`src/rtl/scan_chk_pkg.sv`:
```
// scan_chk_pkg: shared types and constants for the scan-out CRC checker and the on-die signature generator.
package scan_chk_pkg;
    typedef enum logic [1:0] {IDLE, COLLECT, DONE} state_t;
    localparam int CRC_W = 32;
    localparam logic [CRC_W-1:0] CRC32_POLY = 32'h04C11DB7;
    localparam logic [CRC_W-1:0] CRC32_INIT = 32'hFFFFFFFF;
endpackage

```
`src/rtl/crc32_serial_step.sv`:
```
// crc32_serial_step: one bit of a normal-form, MSB-first CRC-32 update.
module crc32_serial_step
    import scan_chk_pkg::*;
(
    input  logic [CRC_W-1:0] crc,
    input  logic             bit_in,
    input  logic [CRC_W-1:0] poly,
    output logic [CRC_W-1:0] crc_next
);
    always_comb crc_next = {crc[CRC_W-2:0], 1'b0} ^ ((crc[CRC_W-1] ^ bit_in) ? poly : '0);
endmodule

```
`config.mk`:
```
export PLATFORM = sky130hd
export DESIGN_NAME = crc32_serial_step
export DESIGN_NICKNAME = d
export VERILOG_FILES = /design/src/rtl/scan_chk_pkg.sv /design/src/rtl/crc32_serial_step.sv
export SDC_FILE = /design/constraint.sdc
export NUM_CORES = 1
export LEC_CHECK = 0
export ABC_AREA = 1
export CORE_MARGIN = 2
export CORE_UTILIZATION = 29
export DETAILED_ROUTE_END_ITERATION = 8
export GPL_ROUTABILITY_DRIVEN = 0
export GPL_TIMING_DRIVEN = 0
export PLACE_DENSITY_LB_ADDON = 0.25
export SLEW_MARGIN = 40
export SYNTH_ARGS = -nofsm -noshare
export SYNTH_HDL_FRONTEND = slang
export SYNTH_SLANG_ARGS = --single-unit
export TNS_END_PERCENT = 30
```
`constraint.sdc`:
```
create_clock -name vclk -period 2.3
set_input_delay 0.46 -clock vclk [all_inputs]
set_output_delay 0.46 -clock vclk [all_outputs]
set_load 0.1 [all_outputs]
```
### Word-level counts from Yosys, hierarchy flattened

Cells that the tools add are included.

| operators by class | value |
|---|---|
| mux-type cells | 1 |
| bitwise logic cells | 2 |

Operators with widths:

| cell | count |
|---|---|
| $mux 32 | 1 |
| $xor 32x32->32 | 1 |
| $xor 1x1->1 | 1 |

| storage, ports and cells | value |
|---|---|
| bits in registers | 0 |
| input bits | 65 |
| word-level logic and storage cells | 3 |

### Longest topological paths before layout

Gate-level depths: netlist of run 1.

| logic depth | value |
|---|---|
| word-level depth | 3 |
| mapped depth | 6 |
| mapped depth without buffers | 5 |

### Least setup slack after synthesis of run 1

OpenSTA, ideal clock, no wires.

| timing | value |
|---|---|
| path kind | input to output |
| start point | in bit_in |
| end point | out crc_next[0] |
| data arrival time | 1.525 ns |
| required time | 1.840 ns |
| setup slack | 0.315 ns |
| stages | 4 |
| path buffers | 1 |
| cell sequence | inv_1 nand2_4 buf_6 and3_1 |

| on the way | value |
|---|---|
| cells in the longest elaborated chain, start to end | 3 |

Ends and longest elaborated chain:

| item | RTL line | source |
|---|---|---|
| from (decl) | crc32_serial_step.sv:6 | `input logic bit_in,` |
| $xor 1x1->1 | crc32_serial_step.sv:10 | `always_comb crc_next = {crc[CRC_W-2:0], 1'b0} ^ ((crc[CRC_W-1] ^ bit_in) ? poly : '0);` |
| $mux 32 | crc32_serial_step.sv:10 |  |
| $xor 32x32->32 | crc32_serial_step.sv:10 |  |
| to (decl) | crc32_serial_step.sv:8 | `output logic [CRC_W-1:0] crc_next` |

Every way passes these cells.

### Worst setup path in the final report of run 1

| timing | value |
|---|---|
| start point | in bit_in |
| end point | out crc_next[1] |

Same word-level chain as after synthesis.

==> impl_metrics.json, run 1 <==
{
  "critical_path_required_ps": 1840,
  "synthToLayoutAreaGrowth_pct": 123,
  "fp.dieArea_um2": 3420,
  "wl_mm": 3.33,
  "drt_drc_violations_left": 0,
  "timing.final.setup_violations": 0,
  "synthTopCellsByArea": "sky130_fd_sc_hd__nand2_1 27%, sky130_fd_sc_hd__nand4_1 23%, sky130_fd_sc_hd__nand3_1 18%, sky130_fd_sc_hd__inv_1 14%, sky130_fd_sc_hd__buf_6 7.8%",
  "synthSimpleGateAreaFrac": 0.703,
  "holdCritPathClass": "in -> out",
  "drt-vias-per-instance": 4.85,
  "cp-end-kind": "primary output",
  "status": "finished, final reports clean",
  "synthesis.nets": 237,
  "detail_route.iter0.violations": 111,
  "relSlewSlack": 0.814,
  "ioPinCount": 97,
  "synth_xor_xnor_area_share": 0,
  "share_of_the_yosys_chip_area_belonging_to_registers": 0,
  "critical_path.max_fanout": 10,
  "first_global_vias": 1278,
  "ys_types": 11,
  "wire_length_of_the_first_global_routing_pass_mm": 5.22,
  "antenna_violating_nets_post_route": 0,
  "nNetsFinal": 336,
  "antenna-diode-count": 0,
  "synth.most_common_cell": "sky130_fd_sc_hd__nand2_1",
  "synth_fa_ha_area_frac": 0,
  "ff_latch_area_um2": 0,
  "crit_type": "in -> out",
  "power.static_leakage_nw": 1.04,
  "core_area_um2": 2780,
  "final_layout_size_suffix_gt1_frac": 0.175,
  "synthMuxAreaShare": 0,
  "die-height_um": 58.5,
  "filler_cell_count": 248,
  "postLayoutSetupSlackWorst_ps": 79.4,
  "place_worst_setup_slack_ps": -98.8,
  "synth_top_area_share": 0.270,
  "area_taken_by_multi_input_logic_gates_um2": 606,
  "grt_total_usage": 0.182,
  "routed_via_count": 1454,
  "power_per_cell_area_nw_per_um2": 409,
  "main_combinational_cell_family_by_area_after_synthesis": "simple AND/OR/NAND/NOR gates",
  "cts.repair_timing.setup_buffer_count": 0,
  "finalCritPeriodShare": 0.965,
  "grt_max_degree": 11,
  "num_rows": 19,
  "placement.io_buffers": 97,
  "die_x_um": 58.5,
  "rsz0062_at_grt": "true",
  "layout.sequential_cells": 0,
  "synth_compound_gate_area_share": 0,
  "timing.critical_path.from_type": "primary input",
  "placement.cell_area_um2": 1710,
  "vdd_ir_drop_max_uv": 316,
  "hpwl_mm": 2.58,
  "timing.final.hold_violations": 0,
  "global_route.overflow_total": 0,
  "wl_per_cell_um": 11.1,
  "detail_route.first_pass.iterations": 4,
  "tightestPinTransition_ps": 281,
  "layout.clock_buffers": 0,
  "cp_data_arrival_time_ps": 1760,
  "min_period_ps": 2220,
  "fmaxAchievable_mhz": 450,
  "post-route-cell-area_um2": 1920,
  "ys.warnings.count": 0,
  "netlist_area_um2": 861,
  "timing.max_cap.violations": 0,
  "synthesis.instances": 172,
  "netlist.top_cell.by_area": "sky130_fd_sc_hd__nand2_1",
  "antenna_found_initial": 0,
  "netlist_top_cells_count": "62 x sky130_fd_sc_hd__nand2_1, 32 x sky130_fd_sc_hd__inv_1, 31 x sky130_fd_sc_hd__nand3_1, 31 x sky130_fd_sc_hd__nand4_1, 6 x sky130_fd_sc_hd__buf_6",
  "timing.final.max_slew_violations": 0,
  "post_synth.cell_area_avg_um2": 5.00,
  "floorplan.initialDensity": 0.309
}
## cells in the final DEF, fill, tap and decap left out
cell type	netlist	final
sky130_fd_sc_hd__clkdlybuf4s50_1	0	65
sky130_fd_sc_hd__nand2_4	1	1
sky130_fd_sc_hd__buf_4	3	5
sky130_fd_sc_hd__buf_12	0	1
sky130_fd_sc_hd__clkbuf_8	3	3
sky130_fd_sc_hd__buf_6	6	34
sky130_fd_sc_hd__and3_1	1	1
sky130_fd_sc_hd__buf_8	0	1
sky130_fd_sc_hd__nand2_2	1	1
sky130_fd_sc_hd__inv_2	1	1
sky130_fd_sc_hd__inv_1	32	32
sky130_fd_sc_hd__nand2_1	62	62
sky130_fd_sc_hd__nand4_1	31	31
sky130_fd_sc_hd__nand3_1	31	31
## routing by layer
metal / global-route usage / vias up / share of wire
li1: - / 770 / -
met1: 0.222 / 638 / 0.41
met2: 0.355 / 46 / 0.52
met3: 0.0176 / 0 / 0.072
met4: 0.00997 / 0 / 0
met5: 0 / - / 0
## metrics by stage
| stage | setup TNS (ps) | utilization | power (mW) | hold WS, ps | cells |
|---|---|---|---|---|---|
| finish | 0 | 0.689 | 0.784 | 1640 | 300 |
| global route | -32.0 | 0.689 | 0.822 | 1660 | 300 |
| CTS | 0 | 0.644 | 0.738 | 1670 | 300 |
| detailed placement | -2190 | 0.615 | 0.703 | 1720 | 300 |
| global placement | -24640 | 0.673 | 0.751 | 2400 | 300 |
| floorplan | 0 | - | 0.512 | 1400 | 172 |
## worst max-delay path: stages
cell and delay (ps):
sky130_fd_sc_hd__clkdlybuf4s50_1 490, sky130_fd_sc_hd__inv_1 70, sky130_fd_sc_hd__nand2_4 130, sky130_fd_sc_hd__clkbuf_8 180
sky130_fd_sc_hd__nand4_1 90, sky130_fd_sc_hd__nand2_1 100, sky130_fd_sc_hd__buf_6 230
## repair_timing
action | CTS | global route
pin swaps | 0 | 0
endpoints found under the setup margin | 32 | 30
hold buffers | 0 | 0
gates cloned | 0 | 0
resized for setup | 32 | 33
## report_power, final
part | switching (mW) | internal (mW)
Combinational | 0.525 | 0.260
Clock | 0 | 0
Sequential | 0 | 0
## worst paths after layout
check / from / to / slack (ps) / cells after the start
worst max-delay path: bit_in / crc_next[1] / 80 / 7
worst min-delay path: crc[16] / crc_next[17] / 1640 / 4
## final cells by class
| cell class | instances | share of cell area |
|---|---|---|
| inverters | 33 | 0.0647 |
| well taps | 31 | 0.0202 |
| plain buffers | 12 | 0.0686 |
| multi-input cells | 127 | 0.316 |
| repair buffers | 97 | 0.530 |
## cell families (layout without fill, tap and decap cells)
family | count (synthesis) | in the layout
AND/OR/NAND/NOR | 127 | 127
buffers and inverters | 45 | 142
Power figures use the tool's default switching activity.
==> run 2: changes to the inputs <==
- SETUP_SLACK_MARGIN: default -> 0.3
==> run 2 against run 1 <==
  * Worst setup slack improved by 330 ps
  * Critical path depth increased by 2
  * Critical path type unchanged
  * Count of clock-buffer cells in the layout unchanged
  * Power increased by 15%
  * Via count increased by 5.8%
  * Design area increased by 15%
  * Largest power group unchanged
  * Cell count increased by 1.0%
==> impl_metrics.json, run 2 (synthesis gave the netlist of run 1 again) <==
{
  "status": "finished, final reports clean",
  "drt_drc_violations_left": 0,
  "layout_common_cells": "63 x sky130_fd_sc_hd__clkdlybuf4s50_1, 43 x sky130_fd_sc_hd__nand2_1, 31 x sky130_fd_sc_hd__nand3_1, 31 x sky130_fd_sc_hd__inv_1, 31 x sky130_fd_sc_hd__nand4_1",
  "critical_path.max_fanout": 10,
  "die_x_um": 58.5,
  "layout_commonest_cell": "sky130_fd_sc_hd__clkdlybuf4s50_1",
  "placement.cell_area_um2": 1710,
  "post-route-cell-area_um2": 2200,
  "timing.critical_path.from_type": "primary input",
  "finalCritPeriodShare": 0.822,
  "critical_path_required_ps": 1840,
  "num_rows": 19,
  "power.static_leakage_nw": 1.14,
  "global_route.overflow_total": 0,
  "relSlewSlack": 0.863,
  "filler_cell_count": 202,
  "timing.final.setup_violations": 0,
  "wl_mm": 3.99,
  "hold_path.startpoint": "crc[31]",
  "placement.io_buffers": 97,
  "synthToLayoutAreaGrowth_pct": 156,
  "antenna_found_initial": 0,
  "routed_via_count": 1538,
  "antenna_violating_nets_post_route": 0,
  "cts_hold_buf": 0,
  "whs_endpoint": "crc_next[0]",
  "finalPower_uw": 900,
  "holdCritPathClass": "in -> out",
  "grt_max_degree": 11,
  "grt_total_usage": 0.225,
  "hold_path_depth": 4,
  "first_global_vias": 1435,
  "timing.final.max_slew_violations": 0,
  "floorplan.initialDensity": 0.309,
  "fp.dieArea_um2": 3420,
  "drt-vias-per-instance": 5.08,
  "wl_per_cell_um": 13.2,
  "crit_type": "in -> out",
  "layout.sequential_cells": 0,
  "detail_route.first_pass.iterations": 4,
  "timing.final.hold_violations": 0,
  "tightestPinTransition_ps": 205,
  "min_period_ps": 1890,
  "wire_length_of_the_first_global_routing_pass_mm": 6.23,
  "rsz0062_at_grt": "false",
  "cp_data_arrival_time_ps": 1430,
  "timing.max_cap.violations": 0,
  "ff_latch_area_um2": 0,
  "die-height_um": 58.5,
  "cp-end-kind": "primary output",
  "antenna-diode-count": 0,
  "fin_hold_ws_ps": 1520,
  "nNetsFinal": 339,
  "fmaxAchievable_mhz": 529,
  "core_area_um2": 2780,
  "power_per_cell_area_nw_per_um2": 409,
  "layout.clock_buffers": 0,
  "vdd_ir_drop_max_uv": 370,
  "ioPinCount": 97,
  "hpwl_mm": 2.58,
  "detail_route.iter0.violations": 93,
  "final_util": 0.791,
  "final_layout_size_suffix_gt1_frac": 0.265
}
==> run 2: cell types whose count changed in the layout (fill, tap and decap cells not counted), moves of 2 or more <==
cell	delta
sky130_fd_sc_hd__clkdlybuf4s50_1	-2
sky130_fd_sc_hd__nand2_1	-19
sky130_fd_sc_hd__clkbuf_2	+2
sky130_fd_sc_hd__buf_6	-22
sky130_fd_sc_hd__buf_12	+23
sky130_fd_sc_hd__buf_8	+2
sky130_fd_sc_hd__nand2_2	+18
==> run 2: cell type report <==
| class | count | area, µm² | share of cell area |
|---|---|---|---|
| multi-input cells | 127 | 658 | 0.299 |
| well taps | 31 | 38.8 | 0.0176 |
| inverters | 33 | 124 | 0.0563 |
| repair buffers | 100 | 1250 | 0.567 |
| plain buffers | 12 | 131 | 0.0597 |
==> run 2: stage by stage <==
stage               instances  setup TNS (ps)  worst slack, ps
global placement          300          -24640             -787
CTS                       303               0              316
global route              303               0              346
finish                    303               0              410
detailed placement        300           -2190            -98.8
floorplan                 172               0              315
==> run 2: power breakdown <==
group | total (mW) | switching [mW] | internal, mW
combinational | 0.900 | 0.557 | 0.343
sequential | 0 | 0 | 0
clock | 0 | 0 | 0
==> run 2: timing repair <==
action / CTS / global route
endpoints found under the setup margin: 32 / 24
setup buffers: 2 / 0
gates cloned: 1 / 0
pin swaps: 1 / 0
gates resized for setup: 142 / 2
==> run 2: how the worst max path moves through the flow <==
stage	from	end	cells after the start
after floorplan	bit_in	crc_next[0]	4
after global placement	crc[31]	crc_next[4]	7
after detailed placement	bit_in	crc_next[29]	7
after CTS	bit_in	crc_next[3]	9
after global routing	bit_in	crc_next[20]	9
final	bit_in	crc_next[20]	9
==> run 2: worst max-delay path, stage by stage <==
cell and delay [ps]:
sky130_fd_sc_hd__clkbuf_2 130, sky130_fd_sc_hd__inv_2 50, sky130_fd_sc_hd__nand2_4 110, sky130_fd_sc_hd__buf_6 130, sky130_fd_sc_hd__buf_6 130, sky130_fd_sc_hd__nand3_1 80
sky130_fd_sc_hd__nand2_1 100, sky130_fd_sc_hd__nand2_2 70, sky130_fd_sc_hd__buf_12 170
==> run 2: layer usage <==
| layer | track usage | vias up | share of wire |
|---|---|---|---|
| met2 | 0.457 | 76 | 0.55 |
| met1 | 0.247 | 678 | 0.36 |
| met5 | 0 | - | 0 |
| li1 | - | 776 | - |
| met4 | 0.0332 | 0 | 0.018 |
| met3 | 0.0286 | 8 | 0.075 |
==> run 3: changes to the inputs <==
- clock period: 2.3 -> 2 ns (I/O delays scaled with it)
==> run 3 against run 2 <==
  * Power increased by 23%
  * First-iteration DRC count is 1.1% lower
  * Critical path depth shrank 4
  * Non-clock buffer count grew 3
  * Global-route usage increased by 1.4 points
  * Cell count rose by 1.7%
  * Sequential share of layout area unchanged
==> impl_metrics.json, run 3 (synthesis gave the netlist of run 1 again) <==
{
  "dr_wl_met3_um": 336,
  "finalCritPeriodShare": 0.885,
  "final_util": 0.888,
  "hpwl_mm": 2.68,
  "timing.final.max_slew_violations": 0,
  "layout.clock_buffers": 0,
  "layout.sequential_cells": 0,
  "timing.max_cap.violations": 0,
  "layout_common_cells": "45 x sky130_fd_sc_hd__clkdlybuf4s50_1, 32 x sky130_fd_sc_hd__nand2_2, 32 x sky130_fd_sc_hd__buf_12",
  "holdCritPathClass": "in -> out",
  "detail_route.iter0.violations": 92,
  "place_worst_setup_slack_ps": -283,
  "crit_type": "in -> out",
  "die-height_um": 58.5,
  "nNetsFinal": 344,
  "chain_of_cells_forming_the_critical_path": "clkdlybuf4s50_1, inv_1, nand4_1, nand2_2, buf_12",
  "uppermost_layer_routed": "met4",
  "core_area_um2": 2780,
  "crit_path_start": "crc[23]",
  "postLayoutSetupSlackWorst_ps": 230,
  "wl_met1_mm": 1.70,
  "final_layout_size_suffix_gt1_frac": 0.325,
  "synthToLayoutAreaGrowth_pct": 187,
  "drt-vias-per-instance": 5.32,
  "num_rows": 19,
  "cts_hold_buf": 0,
  "floorplan.initialDensity": 0.309,
  "max_stage_delay_ps": 450,
  "wl_per_cell_um": 15.5,
  "status": "finished, final reports clean",
  "antenna_found_initial": 0,
  "power.static_leakage_nw": 1.37,
  "min_period_ps": 1770,
  "rsz0062_at_grt": "true",
  "relSlewSlack": 0.906,
  "first_global_vias": 1489,
  "grt_max_degree": 11,
  "ff_latch_area_um2": 0,
  "power_per_cell_area_nw_per_um2": 449,
  "routed_via_count": 1638,
  "cp-end-kind": "primary output",
  "antenna-diode-count": 0,
  "layout_commonest_cell": "sky130_fd_sc_hd__clkdlybuf4s50_1",
  "fmaxAchievable_mhz": 565,
  "fp.dieArea_um2": 3420,
  "placement.io_buffers": 97,
  "tightestPinTransition_ps": 140,
  "timing.final.hold_violations": 0,
  "timing.critical_path.from_type": "primary input",
  "detail_route.first_pass.iterations": 4,
  "vdd_ir_drop_max_uv": 456,
  "global_route.overflow_total": 0,
  "grt_total_usage": 0.239,
  "hold_path.startpoint": "crc[11]",
  "cp_data_arrival_time_ps": 1370,
  "slowest_cell_on_the_critical_path": "sky130_fd_sc_hd__clkdlybuf4s50_1",
  "critical_path.max_fanout": 2,
  "finalPower_mw": 1.11,
  "critical_path_required_ps": 1600,
  "wire_length_of_the_first_global_routing_pass_mm": 6.66,
  "wl_mm": 4.78,
  "wl_met2_mm": 2.66,
  "timing.final.setup_violations": 0,
  "ioPinCount": 97,
  "die_x_um": 58.5,
  "antenna_violating_nets_post_route": 0,
  "drt_drc_violations_left": 0
}
run 3: cell count changes in the layout (fill, tap and decap cells not counted), sizes merged:
| cell | previous run | this run |
|---|---|---|
| clkdlybuf4s50 | 63 | 45 |
| dlymetal6s2s | 0 | 18 |
| buf | 43 | 46 |
| nand2 | 64 | 66 |
run 3: what timing repair did:
action,4_1_cts,5_1_grt
setup buffers,1,0
gates cloned,5,2
endpoints found under the setup margin,32,31
gates resized for setup,170,32
pin swaps,4,23
run 3: path summary, 6_finish.rpt:
check                 endpoint  slack, ps  depth (start not counted)
setup / recovery  crc_next[24]        230                          5
hold / removal    crc_next[12]       1240                          4
run 3: per-layer routing:
| metal | vias to the layer above | global-route usage |
|---|---|---|
| met4 | 0 | 0.0399 |
| met5 | - | 0 |
| met2 | 81 | 0.446 |
| met1 | 763 | 0.294 |
| met3 | 8 | 0.0286 |
| li1 | 786 | - |
run 3: area by class of cell:
cell class	instances	area [µm²]
plain buffers	12	148
fillers	138	313
inverters	33	134
multi-input cells	129	724
well taps	31	38.8
repair buffers	103	1420
run 3: power breakdown:
group	internal, mW	switching [mW]
clock network	0	0
logic	0.436	0.672
registers	0	0
total	0.436	0.672
run 3: critical path, delay by kind of cell:
family | cells | cell delay, ps
buffers and inverters | 3 | 710
AND/OR/NAND/NOR | 2 | 270
run 3: metrics by stage:
stage	std cells	instance area (µm²)	hold WS [ps]	TNS (ps)
2_1_floorplan	172	882	1160	0
6_report	308	2470	1240	0
5_1_grt	308	2470	1260	0
3_5_place_dp	300	1730	1610	-8330
4_1_cts	306	2350	1450	0
3_3_place_gp	300	1890	2280	-30970
